--- config.mk ---
export PLATFORM = sky130hd
export DESIGN_NAME = fetch_unit
export DESIGN_NICKNAME = d
export VERILOG_FILES = /design/src/rtl/fetch_unit.sv
export SDC_FILE = /design/constraint.sdc
export NUM_CORES = 1
export LEC_CHECK = 0
export ABC_CLOCK_PERIOD_IN_PS = 2300
export BUFFER_PORTS_ARGS = -buffer_cell sky130_fd_sc_hd__buf_4
export CAP_MARGIN = 20
export CORE_ASPECT_RATIO = 1.25
export CORE_MARGIN = 5
export CORE_UTILIZATION = 35
export DETAILED_ROUTE_END_ITERATION = 6
export PLACE_DENSITY = 0.74
export RECOVER_POWER = 25
export SYNTH_ARGS = -nofsm -noshare
export SYNTH_HDL_FRONTEND = slang
export SYNTH_SLANG_ARGS = --single-unit
--- constraint.sdc ---
create_clock -name clk -period 2.3 [get_ports clk]
set_input_delay 0.46 -clock clk [delete_from_list [all_inputs] [get_ports clk]]
set_output_delay 0.46 -clock clk [all_outputs]
set_load 0.005 [all_outputs]
--- src/rtl/fetch_unit.sv ---
// Instruction fetch unit: drives the program-memory address and loads the instruction register.
// Fetch control handles start-up, halt/resume, stall, branch redirect and skip.
module fetch_unit #(
    parameter int unsigned p = 5,
    parameter int unsigned i = 20
) (
    input  logic         clk,
    input  logic         reset,
    output logic [p-1:0] addr,
    input  logic [i-1:0] instr_code,
    input  logic         stall,
    input  logic         halt,
    input  logic         resume,
    input  logic         branch_en,
    input  logic [p-1:0] branch_addr,
    input  logic         skip,
    output logic [i-1:0] ir,
    output logic         ir_valid,
    output logic [p-1:0] pc,
    output logic         pc_wrap,
    output logic [15:0]  fetch_count
);

    typedef enum logic [1:0] {
        StStart,
        StRun,
        StHalt
    } state_e;

    state_e       state_q, state_d;
    logic [p-1:0] fptr_q, fptr_d;
    logic [p-1:0] pc_q, pc_d;
    logic [i-1:0] ir_q, ir_d;
    logic         ir_valid_q, ir_valid_d;
    logic         pc_wrap_q, pc_wrap_d;
    logic [15:0]  fetch_count_q, fetch_count_d;

    logic         fptr_at_max;
    logic         count_sat;

    assign fptr_at_max = &fptr_q;
    assign count_sat   = &fetch_count_q;

    always_ff @(posedge clk) begin
        if (reset) begin
            state_q       <= StStart;
            fptr_q        <= '0;
            pc_q          <= '0;
            ir_q          <= '0;
            ir_valid_q    <= 1'b0;
            pc_wrap_q     <= 1'b0;
            fetch_count_q <= '0;
        end else begin
            state_q       <= state_d;
            fptr_q        <= fptr_d;
            pc_q          <= pc_d;
            ir_q          <= ir_d;
            ir_valid_q    <= ir_valid_d;
            pc_wrap_q     <= pc_wrap_d;
            fetch_count_q <= fetch_count_d;
        end
    end

    always_comb begin
        state_d       = state_q;
        fptr_d        = fptr_q;
        pc_d          = pc_q;
        ir_d          = ir_q;
        ir_valid_d    = ir_valid_q;
        pc_wrap_d     = 1'b0;
        fetch_count_d = fetch_count_q;

        unique case (state_q)
            StStart: begin
                state_d = StRun;
            end

            StRun: begin
                // Priority: halt > stall > branch > skip > normal fetch.
                if (halt) begin
                    state_d    = StHalt;
                    ir_valid_d = 1'b0;
                end else if (stall) begin
                    // Hold everything; a pending branch is re-presented once stall drops.
                end else if (branch_en) begin
                    fptr_d     = branch_addr;
                    ir_d       = '0;
                    ir_valid_d = 1'b0;
                end else begin
                    ir_d       = instr_code;
                    pc_d       = fptr_q;
                    fptr_d     = fptr_q + 1'b1;
                    pc_wrap_d  = fptr_at_max;
                    ir_valid_d = ~skip;
                    if (!skip && !count_sat) begin
                        fetch_count_d = fetch_count_q + 16'd1;
                    end
                end
            end

            StHalt: begin
                // resume only counts when halt is no longer requested; no fetch on the exit cycle.
                if (!halt && resume) begin
                    state_d = StRun;
                end
            end

            default: begin
                state_d = StStart;
            end
        endcase
    end

    assign addr        = fptr_q;
    assign ir          = ir_q;
    assign ir_valid    = ir_valid_q;
    assign pc          = pc_q;
    assign pc_wrap     = pc_wrap_q;
    assign fetch_count = fetch_count_q;

endmodule

==> impl_metrics.tcl <==
set metrics [dict create \
    synth_seq_area_share_pct 47.8 \
    syn_inst 225 \
    cts_max_level 2 \
    grt_use_total_pct 14.5 \
    worstPathArrival_ps 2400 \
    setup_violations 0 \
    hold_viol_final 0 \
    vias 2027 \
    clockBufferDepth 2 \
    initialDrtViolationCount 135 \
    dp_hpwl_mm 4.04 \
    overflow 0 \
    viasPerCell 5.36 \
    area_growth_pct 39.3 \
    cts_resized 0 \
    wl_mm 5.45 \
    peakVddDrop_mv 0.265 \
    final_net_count 346 \
    cts-root-buf "clkbuf_8" \
    path_max_fanout 7 \
    clk_pin_slew_ps 90 \
    numPortBuffers 79 \
    antenna_cells 0 \
    cts_setup_buffers 0 \
    clock_latency_ps 290 \
    die-area_um2 7630 \
    cts_buffers 5 \
    drtAntennaViolNets 0 \
    gp_congestion 0.796 \
    die_w_um 79.2 \
    syn_avg_cell_area_um2 9.30 \
    core-area_um2 5820 \
    antenna_found_initial 0 \
    syn-cell-area_um2 2090 \
    clock_sinks 50 \
    reg2reg_slack_ps 130 \
    utilization_pct 50.1 \
    grt_max_degree 36 \
    power_leakage_nw 1.20 \
    worst_slew_pin_slew_ps 553 \
    path_class "reg2reg" \
    fin_crit_ps 2170 \
    multi_input_area_um2 1040 \
    post_drt_wl_per_cell_um 14.4 \
    synth-async-reset-ratio_pct 0 \
    holdBufCountCts 0 \
    grt_pass1_vias 1903 \
    slew_violations 0 \
    finalCritPeriodShare_pct 94.3 \
    required_ps 2530 \
    path_cells "or4b_4, or4_1, or4_1, a21oi_1" \
    drc_errors 0 \
    critical-path-max-stage-delay_ps 640 \
    drt-pass1-iter-count 4 \
    max_freq_mhz 461 \
    finalClockSkew_ps 5.64 \
    ios 80 \
    start_util_pct 36.0 \
    synth_fp_nets 260 \
    finalPower_mw 1.56 \
    worst_slew_margin_rel_pct 62.9 \
    n_fill_cell 558 \
    yosys_warnings 0 \
    cap_viol_max_count 0 \
    synth_edf_count 0 \
    grt_first_pass_wirelength_mm 8.94 \
    p_per_area_nw_per_um2 534 \
    ys_ff_latch 50 \
    rsz0062_at_grt "false" \
    crit_slowest_cell "or4_1" \
    ys_types 40 \
    worstHoldPathType "in2reg" \
    outcome "finished clean" \
    synthFlopType "dfxtp_1" \
    cts_tree "yes" \
    worst_path_most_repeated_cell "or4_1" \
    seq_area_um2 1000 \
    cp-start-kind "flip-flop" \
    critPathCaptureType "flip-flop" \
    drive_gt1_share_pct 34.9 \
    die_h_um 96.4 \
    num_rows 31 \
]
-- synth_stat cells (3+ instances only) --
| library cell | number | area share [%] |
|---|---|---|
| or3_1 | 8 | 2.4 |
| ha_1 | 3 | 1.8 |
| a21oi_1 | 19 | 4.5 |
| o31ai_1 | 3 | 1.1 |
| nor2b_1 | 5 | 1.5 |
| dfxtp_1 | 50 | 48 |
| and3_1 | 4 | 1.2 |
| mux2_2 | 4 | 2.2 |
| nand4_1 | 6 | 1.8 |
| nor2_1 | 15 | 2.7 |
| o21ai_0 | 14 | 3.3 |
| nand2_1 | 11 | 2.0 |
| a22o_1 | 21 | 8.8 |
| or4_1 | 3 | 1.1 |
| nand2b_1 | 3 | 0.90 |
| clkbuf_1 | 11 | 2.0 |
| nor4_1 | 5 | 1.5 |
| nand3_1 | 9 | 2.2 |
-- cell families after synthesis --
| family | share of synthesized area [%] |
|---|---|
| compound gates | 22.3 |
| fa+ha+maj | 1.79 |
| buf+inv | 2.75 |
| flops | 47.8 |
| mux | 3.11 |
| simple gates | 22.2 |
-- stage by stage --
stage | instance area (µm²) | setup WS [ps] | std cells | setup TNS, ps | hold slack, ps
final | 2910 | 130 | 378 | 0 | 365
after CTS | 2920 | 133 | 378 | 0 | 352
after global placement | 2830 | -80.0 | 370 | -132 | 463
after global routing | 2910 | 32.9 | 378 | 0 | 352
after detailed placement | 2830 | -91.3 | 370 | -260 | 465
after floorplan | 2090 | 81.0 | 225 | 0 | 470
-- worst max-delay path, delay by kind of cell, from the launching register on --
family,cells,cell delay (ps)
DFF,1,330
AOI/OAI and AO/OA,1,140
and+or+nand+nor,3,1650
-- cell type report --
class,count,area share (%)
Clock buffer,6,2.83
Clock inverter,2,0.429
Inverter,2,0.258
Multi-Input combinational cell,160,35.9
Sequential cell,50,34.3
Tap cell,66,2.83
Timing Repair Buffer,92,23.4
-- routing by layer --
metal	global-route usage (%)	vias to the layer above	share of wire (%)
met5	0	-	0
met4	4.01	0	1.2
met3	3.99	6	6.6
met2	24.7	57	50
met1	17.9	940	42
li1	-	1024	-
-- layout by cell type (no fill, tap or decap), types with 2 or more instances in the layout --
cell,instances
a211oi_1,2
a21oi_1,19
a22o_1,21
a31oi_1,2
and3_1,4
buf_4,69
clkbuf_1,2
clkbuf_4,21
clkbuf_8,6
dfxtp_1,50
ha_1,3
inv_1,2
mux2_2,4
mux2i_1,2
nand2_1,11
nand2b_1,3
nand3_1,9
nand3b_1,2
nand4_1,6
nor2_1,15
nor2b_1,5
nor4_1,5
o21ai_0,14
o31ai_1,3
o41ai_1,2
or3_1,8
or4_1,3
or4b_2,2
-- state kept, by name, indices dropped and copies added, names as in the netlist --
signal / cells
ir: 20
fetch_count: 16
addr: 5
pc: 5
state_q: 2
ir_valid: 1
pc_wrap: 1
-- power by group --
part / internal [mW] / switching, mW
Clock: 0.242 / 0.290
Sequential: 0.878 / 0.0101
Combinational: 0.0748 / 0.0606
Total: 1.20 / 0.360
-- worst paths after layout --
path,startpoint,endpoint,depth (start not counted)
worst max register to register,state_q[1],fetch_count[12],4
worst min register to register,ir[13],ir[13],1
worst min-delay path,instr_code[6],ir[6],2
worst max-delay path,state_q[1],fetch_count[12],4
No activity file was read; power rests on OpenSTA's default activity.
